<file path="src/rtl/fft_sequencer_if.sv">
// rtl/fft_sequencer_if.sv - butterfly issue and write-back sequencing bus
interface fft_sequencer_if #(
    parameter int N_LOG2 = 6
);
    localparam int STAGE_W = $clog2(N_LOG2 + 1);

    logic                start;
    logic                hold;
    logic                busy;
    logic                done;
    logic [STAGE_W-1:0]  stage;
    logic                rd_valid;
    logic [N_LOG2-1:0]   addr_a;
    logic [N_LOG2-1:0]   addr_b;
    logic [N_LOG2-2:0]   twiddle_address;
    logic                wb_valid;
    logic [N_LOG2-1:0]   wb_addr_a;
    logic [N_LOG2-1:0]   wb_addr_b;

    modport master (
        input  start, hold,
        output busy, done, stage, rd_valid, addr_a, addr_b, twiddle_address,
               wb_valid, wb_addr_a, wb_addr_b
    );

    modport slave (
        output start, hold,
        input  busy, done, stage, rd_valid, addr_a, addr_b, twiddle_address,
               wb_valid, wb_addr_a, wb_addr_b
    );
endinterface

</file>
<file path="src/rtl/fft_sequencer.sv">
// rtl/fft_sequencer.sv - radix-2 FFT butterfly address sequencer with fixed-latency write-back tracking
module fft_sequencer #(
    parameter int N_LOG2       = 6,
    parameter int BFLY_LATENCY = 4
) (
    input  logic            clock,
    input  logic            reset,
    fft_sequencer_if.master bus
);
    localparam int                     STAGE_W    = $clog2(N_LOG2 + 1);
    localparam int                     JW         = N_LOG2 - 1;
    localparam logic [JW-1:0]          J_LAST     = '1;
    localparam logic [STAGE_W-1:0]     STAGE_LAST = STAGE_W'(N_LOG2 - 1);
    // Oldest pipeline slot retires this cycle, so only the younger slots count as pending.
    localparam logic [BFLY_LATENCY-1:0] PEND_MASK = {BFLY_LATENCY{1'b1}} >> 1;

    typedef enum logic [1:0] {IDLE, ISSUE, DRAIN, DONE} state_t;

    state_t                  state;
    logic [JW-1:0]           j;
    logic [BFLY_LATENCY-1:0] pipe_valid;
    logic [N_LOG2-1:0]       pipe_a [BFLY_LATENCY];
    logic [N_LOG2-1:0]       pipe_b [BFLY_LATENCY];

    logic                    issue;
    logic                    pending;
    logic [JW-1:0]           pos;
    logic [JW-1:0]           tw_next;
    logic [STAGE_W-1:0]      tw_shift;
    logic [N_LOG2-1:0]       span;
    logic [N_LOG2-1:0]       grp;
    logic [N_LOG2-1:0]       a_next;
    logic [N_LOG2-1:0]       b_next;

    always_comb begin
        issue    = (state == ISSUE) && !bus.hold;
        pending  = |(pipe_valid & PEND_MASK);
        span     = N_LOG2'(1) << bus.stage;
        pos      = j & ~({JW{1'b1}} << bus.stage);
        grp      = {1'b0, j} >> bus.stage;
        a_next   = (grp << (bus.stage + STAGE_W'(1))) | {1'b0, pos};
        b_next   = a_next | span;
        tw_shift = STAGE_LAST - bus.stage;
        tw_next  = pos << tw_shift;
    end

    always_ff @(posedge clock or negedge reset) begin
        if (!reset) begin
            state               <= IDLE;
            j                   <= '0;
            bus.stage           <= '0;
            bus.busy            <= 1'b0;
            bus.done            <= 1'b0;
            bus.rd_valid        <= 1'b0;
            bus.addr_a          <= '0;
            bus.addr_b          <= '0;
            bus.twiddle_address <= '0;
            bus.wb_valid        <= 1'b0;
            bus.wb_addr_a       <= '0;
            bus.wb_addr_b       <= '0;
            pipe_valid          <= '0;
            for (int i = 0; i < BFLY_LATENCY; i++) begin
                pipe_a[i] <= '0;
                pipe_b[i] <= '0;
            end
        end else begin
            bus.done     <= 1'b0;
            bus.rd_valid <= issue;
            if (issue) begin
                bus.addr_a          <= a_next;
                bus.addr_b          <= b_next;
                bus.twiddle_address <= tw_next;
            end

            // Write-back shadow of each issue; advances regardless of hold.
            pipe_valid[0] <= issue;
            pipe_a[0]     <= a_next;
            pipe_b[0]     <= b_next;
            for (int i = 1; i < BFLY_LATENCY; i++) begin
                pipe_valid[i] <= pipe_valid[i-1];
                pipe_a[i]     <= pipe_a[i-1];
                pipe_b[i]     <= pipe_b[i-1];
            end
            bus.wb_valid <= pipe_valid[BFLY_LATENCY-1];
            if (pipe_valid[BFLY_LATENCY-1]) begin
                bus.wb_addr_a <= pipe_a[BFLY_LATENCY-1];
                bus.wb_addr_b <= pipe_b[BFLY_LATENCY-1];
            end

            case (state)
                IDLE: begin
                    if (bus.start) begin
                        state     <= ISSUE;
                        bus.stage <= '0;
                        j         <= '0;
                        bus.busy  <= 1'b1;
                    end
                end
                ISSUE: begin
                    if (issue) begin
                        j <= j + JW'(1);
                        if (j == J_LAST) begin
                            state <= DRAIN;
                        end
                    end
                end
                DRAIN: begin
                    if (!pending) begin
                        if (bus.stage == STAGE_LAST) begin
                            state    <= DONE;
                            bus.done <= 1'b1;
                        end else begin
                            state     <= ISSUE;
                            bus.stage <= bus.stage + STAGE_W'(1);
                            j         <= '0;
                        end
                    end
                end
                DONE: begin
                    state    <= IDLE;
                    bus.busy <= 1'b0;
                end
                default: state <= IDLE;
            endcase
        end
    end
endmodule
</file>
<file path="src/flat_wrapper.sv">
// flat-port wrapper written by rule: the top's interface ports become plain ports
module fft_sequencer_flat 
#(
    parameter int N_LOG2       = 6,
    parameter int BFLY_LATENCY = 4
)
  (clock, reset, bus_start, bus_hold, bus_busy, bus_done, bus_stage, bus_rd_valid, bus_addr_a, bus_addr_b, bus_twiddle_address, bus_wb_valid, bus_wb_addr_a, bus_wb_addr_b);
  fft_sequencer_if #(.N_LOG2(N_LOG2)) bus_i ();
  input  logic clock;
  input  logic reset;
  input wire logic [$bits(bus_i.start)-1:0] bus_start;
  input wire logic [$bits(bus_i.hold)-1:0] bus_hold;
  output wire logic [$bits(bus_i.busy)-1:0] bus_busy;
  output wire logic [$bits(bus_i.done)-1:0] bus_done;
  output wire logic [$bits(bus_i.stage)-1:0] bus_stage;
  output wire logic [$bits(bus_i.rd_valid)-1:0] bus_rd_valid;
  output wire logic [$bits(bus_i.addr_a)-1:0] bus_addr_a;
  output wire logic [$bits(bus_i.addr_b)-1:0] bus_addr_b;
  output wire logic [$bits(bus_i.twiddle_address)-1:0] bus_twiddle_address;
  output wire logic [$bits(bus_i.wb_valid)-1:0] bus_wb_valid;
  output wire logic [$bits(bus_i.wb_addr_a)-1:0] bus_wb_addr_a;
  output wire logic [$bits(bus_i.wb_addr_b)-1:0] bus_wb_addr_b;
  assign bus_i.start = bus_start;
  assign bus_i.hold = bus_hold;
  assign bus_busy = bus_i.busy;
  assign bus_done = bus_i.done;
  assign bus_stage = bus_i.stage;
  assign bus_rd_valid = bus_i.rd_valid;
  assign bus_addr_a = bus_i.addr_a;
  assign bus_addr_b = bus_i.addr_b;
  assign bus_twiddle_address = bus_i.twiddle_address;
  assign bus_wb_valid = bus_i.wb_valid;
  assign bus_wb_addr_a = bus_i.wb_addr_a;
  assign bus_wb_addr_b = bus_i.wb_addr_b;
  fft_sequencer #(.N_LOG2(N_LOG2), .BFLY_LATENCY(BFLY_LATENCY)) u_core (.clock(clock), .reset(reset), .bus(bus_i));
endmodule
</file>
<file path="config.mk">
export PLATFORM = sky130hd
export DESIGN_NAME = fft_sequencer_flat
export DESIGN_NICKNAME = d
export VERILOG_FILES = /design/src/rtl/fft_sequencer_if.sv /design/src/rtl/fft_sequencer.sv /design/src/flat_wrapper.sv
export SDC_FILE = /design/constraint.sdc
export NUM_CORES = 1
export LEC_CHECK = 0
export ABC_AREA = 1
export CAP_MARGIN = 20
export CORE_MARGIN = 2
export CORE_UTILIZATION = 40
export CTS_CLUSTER_DIAMETER = 100
export CTS_CLUSTER_SIZE = 10
export DETAILED_ROUTE_END_ITERATION = 8
export PLACE_DENSITY = 0.57
export SYNTH_ARGS = -nofsm -noshare
export SYNTH_HDL_FRONTEND = slang
export SYNTH_SLANG_ARGS = --single-unit
</file>
<file path="constraint.sdc">
create_clock -name clock -period 3.5 [get_ports clock]
set_clock_uncertainty 0.2 [all_clocks]
set_input_delay 0.525 -clock clock [delete_from_list [all_inputs] [get_ports clock]]
set_output_delay 0.525 -clock clock [all_outputs]
set_load 0.03 [all_outputs]
</file>
==> results_dict.tcl, run 1 <==
set metrics [dict create \
    cts_root_buf "clkbuf_8" \
    ys_ff_latch 94 \
    violations "hold timing" \
    async_flop_share 1.00 \
    drv_cap 0 \
    die_area_um2 9860 \
    gp_congestion 0.833 \
    grt_max_degree 56 \
    tightest_slew_ps 675 \
    grt_pass1_vias 2291 \
    ys.flop_type "dfrtp_1" \
    crit_type "flip-flop to output pin" \
    mostFrequentLayoutCells "94 x dfrtp_1, 92 x nand2_1, 38 x clkdlybuf4s50_1" \
    start_util 0.414 \
    cts_buffer_depth 2 \
    worstPathRequired_ps 2770 \
    synth_edf_count 0 \
    critPathTopFamily "buffers and inverters" \
    syn-num-nets 341 \
    cp-start-kind "flip-flop" \
    clk_latency_ps 350 \
    endpoint_kind "output pin" \
    cts_resized 0 \
    cts_tree "done" \
    syn2layout_area_growth_pct 18.8 \
    finalSetupTns_ps 0 \
    numCtsBuffers 9 \
    vias 2326 \
    cp_max_fo 10 \
    vdd_drop_max_uv 561 \
    finalSetupViolCount 0 \
    timing.rr.end "u_core.bus.twiddle_address[4]$_DFFE_PN0P_" \
    ant_nets 0 \
    rsz0062_at_grt "false" \
    syn_inst 327 \
    reg2reg_depth 8 \
    grt_overflow 0 \
    wl_per_cell_um 13.1 \
    ys_types 31 \
    synth_area_um2 3630 \
    cp_data_arrival_time_ps 1730 \
    mostFrequentLayoutCell "dfrtp_1" \
    vias_per_cell 4.80 \
    status "finished, violations left" \
    fin_hold_ws_ps -6.25 \
    drive_above_1_share 0.149 \
    worst_slack_ps 1040 \
    slew_viol_final 0 \
    slew_headroom 0.550 \
    reg2reg_from "u_core.bus.stage[2]$_DFFE_PN0P_" \
    p_per_area_nw_per_um2 987 \
    synth_top_area_frac 0.648 \
    numClockSinks 94 \
    fmax_mhz 407 \
    ctsHoldBuffers 0 \
    groute.usage.overall 0.140 \
    io-pin-count 40 \
    rrSetupSlack_ps 1250 \
    die_w_um 99.3 \
    rows 34 \
    die_h_um 99.3 \
    clk_pin_slew_worst_paths_ps 100 \
    io_buffers 39 \
    hold_viol_final 3 \
    antenna_found_initial 0 \
    ys.warnings.count 0 \
    drcViolationCount 0 \
    grt_pass1_wl_um 11000 \
    fin_crit_ps 2460 \
    ys_seq_area_frac 0.648 \
    nets 386 \
    power_mw 4.26 \
    syn_area_per_cell_um2 11.1 \
    critPathMaxStageDelay_ps 760 \
    wirelength_um 6370 \
    initialDrtViolationCount 81 \
    drtPass1Iterations 4 \
    critPathSlowestCell "clkdlybuf4s50_1" \
    core_area_um2 8760 \
    path_cells "clkdlybuf4s50_1" \
    synth_top_cells_by_area "dfrtp_1 65%, nand2_1 9.5%, mux2_2 3.7%, ha_1 3.4%, nand3_1 2.8%" \
    cts.htree.levels 3 \
    postCtsSetupBuffers 0 \
    yosysTopAreaCell "dfrtp_1" \
    dp_hpwl_um 4550 \
    place_ws_ps 1180 \
    p_leak_nw 2.05 \
    diodes 0 \
    hold_class "input port to asynchronous set/reset pin" \
    timing.final.crit_share 0.702 \
    path_buf_inv 1 \
]
==> where the power goes <==
part | internal [mW] | switching (mW)
clock network | 0.297 | 0.394
registers | 1.51 | 0.203
logic | 0.685 | 1.17
total | 2.49 | 1.77
==> how the worst max path moves through the flow <==
stage / to / cells past startpoint / slack (ps) / from
after detailed placement: u_core.bus.twiddle_address[0]$_DFFE_PN0P_ / 5 / 1180 / bus_hold
final: bus_stage[2] / 1 / 1040 / u_core.bus.stage[2]$_DFFE_PN0P_
after global placement: u_core.bus.twiddle_address[4]$_DFFE_PN0P_ / 8 / 1230 / u_core.bus.stage[2]$_DFFE_PN0P_
after CTS: bus_stage[2] / 1 / 1040 / u_core.bus.stage[2]$_DFFE_PN0P_
after global routing: bus_stage[2] / 1 / 960 / u_core.bus.stage[2]$_DFFE_PN0P_
after floorplan: u_core.bus.addr_b[3]$_DFFE_PN0P_ / 9 / 1310 / u_core.bus.stage[0]$_DFFE_PN0P_
==> per-layer routing <==
layer,vias to the layer above,part of all wire,track usage
li1,1152,-,-
met1,1120,0.48,0.193
met2,48,0.48,0.224
met3,6,0.035,0.0323
met4,0,0.0093,0.0411
met5,-,0,0
==> cells in the mapped netlist (3+ instances only) <==
cell type / count
dfrtp_1: 94
nand2_1: 92
inv_1: 20
nand3_1: 20
nor2_1: 14
mux2_2: 12
ha_1: 10
a21oi_1: 9
nand3_2: 8
o21ai_0: 8
nand4_1: 6
nor2_2: 4
buf_2: 3
nand2_2: 3
==> worst reg2reg max path: stages (launching register included) <==
cell,delay [ps]
dfrtp_1,630
inv_1,270
ha_1,250
or2_2,350
o21ai_2,150
nand2_1,60
nand2_1,80
a21oi_1,60
o21ai_0,130
==> sequential cells by signal (all words and copies together) (netlist names), 2 cells and up <==
name and count:
u_core.state 2, u_core.bus.addr_b 6, u_core.bus.wb_addr_b 6, u_core.pipe_a 24
u_core.bus.wb_addr_a 6, u_core.bus.twiddle_address 5, u_core.bus.addr_a 6, u_core.bus.stage 3
u_core.pipe_b 24, u_core.pipe_valid 4, u_core.j 5
==> kinds of logic after synthesis <==
| group | after synthesis | synth area share |
|---|---|---|
| mux | 12 | 0.0372 |
| flops | 94 | 0.648 |
| compound gates | 27 | 0.0445 |
| buf+inv | 31 | 0.0393 |
| fa+ha+maj | 10 | 0.0345 |
| simple gates | 153 | 0.197 |
==> final cells by class <==
type,instances,area (um2)
Sequential cell,94,2350
Tap cell,108,135
Fill cell,828,4450
Inverter,23,86.3
Clock buffer,10,138
Multi-Input combinational cell,202,1140
Timing Repair Buffer,42,410
Clock inverter,6,57.6
==> stage by stage <==
step	hold WS (ps)	cells	utilization	instance area [um2]
6_report	-6.25	485	0.492	4320
5_1_grt	47.6	485	0.492	4320
4_1_cts	12.8	485	0.492	4320
3_5_place_dp	135	469	0.470	4120
3_3_place_gp	131	469	0.470	4120
2_1_floorplan	29.4	327	-	3630
Power figures use the tool's default switching activity.
==> run 2: changes to the inputs <==
- clock period: 3.5 -> 2.4 ns (I/O delays scaled with it)
==> results_dict.tcl, run 2 (synthesis results as in run 1) <==
set metrics [dict create \
    status "completed" \
    drive_above_1_share 0.157 \
    numClockSinks 94 \
    fmax_mhz 455 \
    cts_buffer_depth 2 \
    nets 391 \
    dp_hpwl_um 4640 \
    ant_nets 0 \
    drtPass1Iterations 4 \
    cts.htree.levels 3 \
    worstPathRequired_ps 1840 \
    crit_end "bus_stage[1]" \
    rows 34 \
    power_mw 6.22 \
    io-pin-count 40 \
    numCtsBuffers 9 \
    cp_max_fo 8 \
    hold_viol_final 0 \
    slew_headroom 0.670 \
    crit_start "u_core.bus.stage[1]$_DFFE_PN0P_" \
    gp_congestion 0.890 \
    path_cells "clkdlybuf4s50_1" \
    initialDrtViolationCount 99 \
    core_area_um2 8760 \
    grt_pass1_wl_um 11400 \
    finalSetupTns_ps 0 \
    clk_pin_slew_worst_paths_ps 100 \
    p_leak_nw 2.09 \
    finalSetupViolCount 0 \
    wl_per_cell_um 13.2 \
    drv_cap 0 \
    reg2reg_from "u_core.bus.stage[1]$_DFFE_PN0P_" \
    start_util 0.414 \
    slew_viol_final 0 \
    die_area_um2 9860 \
    vias_per_cell 4.78 \
    critPathSlowestCell "clkdlybuf4s50_1" \
    mostFrequentLayoutCell "dfrtp_1" \
    hold_class "flip-flop to flip-flop" \
    critPathTopFamily "buffers and inverters" \
    antenna_found_initial 0 \
    p_per_area_nw_per_um2 1420 \
    wirelength_um 6470 \
    clk_latency_ps 360 \
    cts_root_buf "clkbuf_8" \
    crit_type "flip-flop to output pin" \
    vias 2341 \
    fin_crit_ps 2200 \
    syn2layout_area_growth_pct 20.4 \
    timing.rr.end "u_core.bus.twiddle_address[4]$_DFFE_PN0P_" \
    io_buffers 39 \
    grt_max_degree 60 \
    path_buf_inv 1 \
    rrSetupSlack_ps 260 \
    rsz0062_at_grt "false" \
    diodes 0 \
    endpoint_kind "output pin" \
    postCtsSetupBuffers 0 \
    mostFrequentLayoutCells "94 x dfrtp_1, 92 x nand2_1, 37 x clkdlybuf4s50_1" \
    die_h_um 99.3 \
    cp_data_arrival_time_ps 1640 \
    vdd_drop_max_uv 593 \
    grt_pass1_vias 2372 \
    die_w_um 99.3 \
    grt_overflow 0 \
    drcViolationCount 0 \
    critPathMaxStageDelay_ps 740 \
    groute.usage.overall 0.147 \
    worstSetupPathDepth 1 \
    cp-start-kind "flip-flop" \
    tightest_slew_ps 496 \
    timing.final.crit_share 0.915 \
    reg2reg_depth 9 \
    reg_top3 "u_core.pipe_a x24, u_core.pipe_b x24" \
    cts_tree "done" \
]
==> run 2: worst min path at each step <==
stage	start	endpoint	cells past startpoint	slack, ps
3_5_place_dp	u_core.pipe_a[18]$_DFF_PN0_	u_core.pipe_a[12]$_DFF_PN0_	0	130
5_1_grt	u_core.pipe_b[19]$_DFF_PN0_	u_core.pipe_b[13]$_DFF_PN0_	0	150
3_3_place_gp	u_core.pipe_b[12]$_DFF_PN0_	u_core.pipe_b[6]$_DFF_PN0_	0	130
4_1_cts	u_core.pipe_a[20]$_DFF_PN0_	u_core.pipe_a[14]$_DFF_PN0_	0	140
2_1_floorplan	reset	u_core.bus.addr_a[0]$_DFFE_PN0P_	0	-140
6_report	u_core.pipe_a[20]$_DFF_PN0_	u_core.pipe_a[14]$_DFF_PN0_	0	140
==> run 2: final cells by class <==
type                       count  area [um2]
tap                          108         135
multi-input combinational    202        1140
clock inverter                 7        72.6
clock buffer                   9         124
fill                         802        4390
timing repair buffer          47         465
sequential                    94        2350
inverter                      23        86.3
==> run 2: through the flow <==
step                      cell area [um2]  worst slack, ps  std cells  utilization  hold slack, ps
final                                4370              203        490        0.499             140
after global routing                 4370             72.9        490        0.499             154
after CTS                            4370             52.1        490        0.499             137
after detailed placement             4160              254        473        0.475             135
after global placement               4160              276        473        0.475             132
after floorplan                      3630              213        327            -            -136
==> run 2: timing repair <==
| action | CTS | global route |
|---|---|---|
| setup endpoints to repair | 0 | 1 |
| hold buffers | 1 | 0 |
| resized for setup | 0 | 1 |
| endpoints found under the hold margin | 35 | 0 |
==> run 2: worst register-to-register path: cells and delay by family (launching register included) <==
family | cells | cell delay (ps)
simple gates | 3 | 490
buf+inv | 1 | 50
compound gates | 3 | 360
fa+ha+maj | 2 | 420
flops | 1 | 550
==> run 2: metal layers <==
| layer | share of wire | routed length [um] | vias to the layer above | GRT usage |
|---|---|---|---|---|
| li1 | - | - | 1162 | - |
| met1 | 0.46 | 3010 | 1126 | 0.196 |
| met2 | 0.48 | 3140 | 45 | 0.235 |
| met3 | 0.036 | 235 | 8 | 0.0387 |
| met4 | 0.014 | 90 | 0 | 0.0474 |
| met5 | 0 | 0 | - | 0 |
==> run 2: report_power, final <==
part	internal, mW	switching [mW]
combinational	1.04	1.68
sequential	2.20	0.302
clock	0.409	0.596
==> run 3: changes to the inputs <==
- REMOVE_ABC_BUFFERS: unset -> 1
- SLEW_MARGIN: unset -> 0
==> results_dict.tcl, run 3 (synthesis results as in run 1) <==
set metrics [dict create \
    status "completed" \
    power_mw 6.26 \
    p_per_area_nw_per_um2 1430 \
    rsz0062_at_grt "false" \
    clk_latency_ps 360 \
    grt_pass1_wl_um 12000 \
    nets 392 \
    endpoint_kind "output pin" \
    cp_max_fo 11 \
    die_w_um 99.3 \
    syn2layout_area_growth_pct 20.4 \
    vdd_drop_max_uv 577 \
    cts_root_buf "clkbuf_8" \
    grt_pass1_vias 2424 \
    multi_input_area_um2 1140 \
    cp_data_arrival_time_ps 1660 \
    numCtsBuffers 9 \
    critPathMaxStageDelay_ps 690 \
    timing.final.crit_share 0.925 \
    diodes 0 \
    rows 34 \
    grt_overflow 0 \
    worst_slack_ps 181 \
    drv_cap 0 \
    clk_pin_slew_worst_paths_ps 90 \
    crit_type "flip-flop to output pin" \
    antenna_found_initial 0 \
    gp_congestion 0.906 \
    vias 2382 \
    drcViolationCount 0 \
    postCtsSetupBuffers 0 \
    die_area_um2 9860 \
    start_util 0.414 \
    mostFrequentLayoutCells "94 x dfrtp_1, 92 x nand2_1, 38 x clkdlybuf4s50_1" \
    dp_hpwl_um 4730 \
    cts_buffer_depth 2 \
    place_ws_ps 326 \
    tightest_slew_ps 539 \
    worstPathRequired_ps 1840 \
    core_area_um2 8760 \
    vias_per_cell 4.86 \
    slew_headroom 0.640 \
    path_cells "buf_4 -> clkdlybuf4s50_1" \
    cts_tree "done" \
    grt_max_degree 41 \
    die_h_um 99.3 \
    hold_viol_final 0 \
    reg_top3 "u_core.pipe_a x24, u_core.pipe_b x24" \
    slew_viol_final 0 \
    initialDrtViolationCount 48 \
    p_leak_nw 2.08 \
    drtPass1Iterations 4 \
    finalSetupTns_ps 0 \
    groute.usage.overall 0.154 \
    ant_nets 0 \
    io_buffers 39 \
    numClockSinks 94 \
    finalSetupViolCount 0 \
    regArea_um2 2350 \
    wirelength_um 6730 \
    drive_above_1_share 0.157 \
    fill_cells 807 \
    critPathSlowestCell "clkdlybuf4s50_1" \
    io-pin-count 40 \
    mostFrequentLayoutCell "dfrtp_1" \
    cts_resized 0 \
    cts.htree.levels 3 \
    fin_hold_ws_ps 142 \
    fin_crit_ps 2220 \
    wl_per_cell_um 13.7 \
    fmax_mhz 451 \
    cp-start-kind "flip-flop" \
    hold_class "flip-flop to flip-flop" \
]
[run 3: where the power goes]
part           leakage, nW  switching (mW)  internal, mW  total, mW
clock               0.0961           0.555         0.483       1.04
combinational        0.815            1.69          1.04       2.73
sequential            1.17           0.286          2.20       2.49
[run 3: final timing paths]
kind / endpoint / startpoint / depth (start not counted) / slack (ps)
max: bus_stage[0] / u_core.bus.stage[0]$_DFFE_PN0P_ / 2 / 180
min: u_core.pipe_b[4]$_DFF_PN0_ / u_core.pipe_b[10]$_DFF_PN0_ / 0 / 140
max reg2reg: u_core.bus.addr_a[3]$_DFFE_PN0P_ / u_core.bus.stage[1]$_DFFE_PN0P_ / 8 / 270
min reg2reg: u_core.pipe_b[4]$_DFF_PN0_ / u_core.pipe_b[10]$_DFF_PN0_ / 0 / 140
max in group asynchronous: u_core.pipe_b[11]$_DFF_PN0_ / reset / 3 / 1070
min in group asynchronous: u_core.bus.wb_valid$_DFF_PN0_ / reset / 2 / 270
[run 3: area by class of cell]
cell class / count / area share
Clock buffer: 9 / 0.0283
Clock inverter: 6 / 0.0157
Inverter: 23 / 0.0197
Multi-Input combinational cell: 202 / 0.260
Sequential cell: 94 / 0.538
Tap cell: 108 / 0.0309
Timing Repair Buffer: 48 / 0.108
[run 3: repair_timing]
action,CTS,global route
hold buffers,1,0
endpoints found under the setup margin,0,0
endpoints found under the hold margin,31,0
[run 3: per-layer routing]
layer / vias to the layer above / wire [um] / track usage / share of wire
li1: 1160 / - / - / -
met1: 1157 / 3180 / 0.214 / 0.47
met2: 56 / 3100 / 0.238 / 0.46
met3: 9 / 324 / 0.0344 / 0.048
met4: 0 / 112 / 0.0601 / 0.017
met5: - / 0 / 0 / 0
[run 3: critical path, delay by kind of cell, from the launching register on]
family	cells	cell delay (ps)
buffers and inverters	2	900
DFF	1	400
[run 3: stage by stage]
| step | instance area, um2 | util | cells |
|---|---|---|---|
| after floorplan | 3570 | - | 319 |
| after detailed placement | 4170 | 0.476 | 474 |
| after CTS | 4370 | 0.499 | 490 |
| after global routing | 4370 | 0.499 | 490 |
| after global placement | 4170 | 0.476 | 474 |
| final | 4370 | 0.499 | 490 |
==> variant: new RTL, config.mk and constraints of run 1 <==
Re-encode `state_t` (4 states) as one-hot, 4 bits wide.
--- a/src/rtl/fft_sequencer.sv
+++ b/src/rtl/fft_sequencer.sv
@@ -14,7 +14,7 @@
     // Oldest pipeline slot retires this cycle, so only the younger slots count as pending.
     localparam logic [BFLY_LATENCY-1:0] PEND_MASK = {BFLY_LATENCY{1'b1}} >> 1;
 
-    typedef enum logic [1:0] {IDLE, ISSUE, DRAIN, DONE} state_t;
+    typedef enum logic [3:0] {IDLE = 4'b0001, ISSUE = 4'b0010, DRAIN = 4'b0100, DONE = 4'b1000} state_t;
 
     state_t                  state;
     logic [JW-1:0]           j;
Function: no difference found for any inputs over 10 cycles, from zero or initial values and one cycle with reset low; not proved beyond that.
==> variant against run 1 <==
Clock power fell by 2%; sequential power fell by 13%; power fell by 25%; cell area rose by 1.1%; hold slack improved by 0.15 ns; wire length rose by 5.3%; core utilization rose by 0.30 points; area after synthesis rose by 1.3%; global-route usage rose by 1.1 points; setup slack got worse by 0.25 ns; cell count rose by 3.5%; sequential cell count rose by 2; die area rose by 1.3%; critical endpoint is now bus_stage[0].
==> variant: results <==
{
  "seqPwrFrac": 0.466,
  "synth_adder_area_share": 0.0340,
  "netSwitchingPower_mw": 1.19,
  "grtUsageTotal": 0.151,
  "wl_per_cell_um": 13.4,
  "yosysSeqAreaShare": 0.653,
  "slowest_delay_ns": 0.82,
  "drive_gt1_frac": 0.119,
  "p_leak_nw": 2.17,
  "final_nets": 403,
  "cell_internal_pwr_mw": 2.01,
  "max_slew_margin": 0.522,
  "grt_pass1_wl_um": 11800,
  "holdWs_ns": 0.143,
  "status": "completed",
  "hold_buffers": 1,
  "met2_wirelength_um": 3210,
  "synth_area_leaders": "dfrtp_1 65%, nand2_1 10%, nand3_1 3.8%",
  "reg2regPathDepth": 9,
  "synth_common_cells": "99 x nand2_1, 95 x dfrtp_1, 28 x nand3_1",
  "grt_pass1_vias": 2474,
  "dp_worst_setup_slack_ns": 1.11,
  "hpwl_um": 4700,
  "gp_congestion": 0.882,
  "ir_drop_mv": 0.326,
  "synth-compound-area-share": 0.0384,
  "m1WireLength_um": 3180,
  "reg2reg_to": "u_core.bus.addr_b[4]$_DFFE_PN0P_",
  "ff2ff_setup_slack_ns": 1.09,
  "critPathMaxFanout": 21,
  "cp.arrival_ns": 1.98
}
variant: how the worst min path moves through the flow:
stage          cells after the start                        start                                to
6_report                           0  u_core.pipe_b[12]$_DFF_PN0_        u_core.pipe_b[6]$_DFF_PN0_
3_3_place_gp                       0  u_core.pipe_a[20]$_DFF_PN0_       u_core.pipe_a[14]$_DFF_PN0_
2_1_floorplan                      0                        reset  u_core.bus.addr_a[0]$_DFFE_PN0P_
3_5_place_dp                       0  u_core.pipe_a[15]$_DFF_PN0_        u_core.pipe_a[9]$_DFF_PN0_
4_1_cts                            0  u_core.pipe_b[12]$_DFF_PN0_        u_core.pipe_b[6]$_DFF_PN0_
5_1_grt                            0  u_core.pipe_b[12]$_DFF_PN0_        u_core.pipe_b[6]$_DFF_PN0_
variant: cell type report:
type	instances	area (um2)
tap	108	135
inverter	30	115
clock buffer	9	124
multi-input combinational	209	1100
timing repair buffer	43	420
sequential	96	2400
clock inverter	7	61.3
fill	830	4440
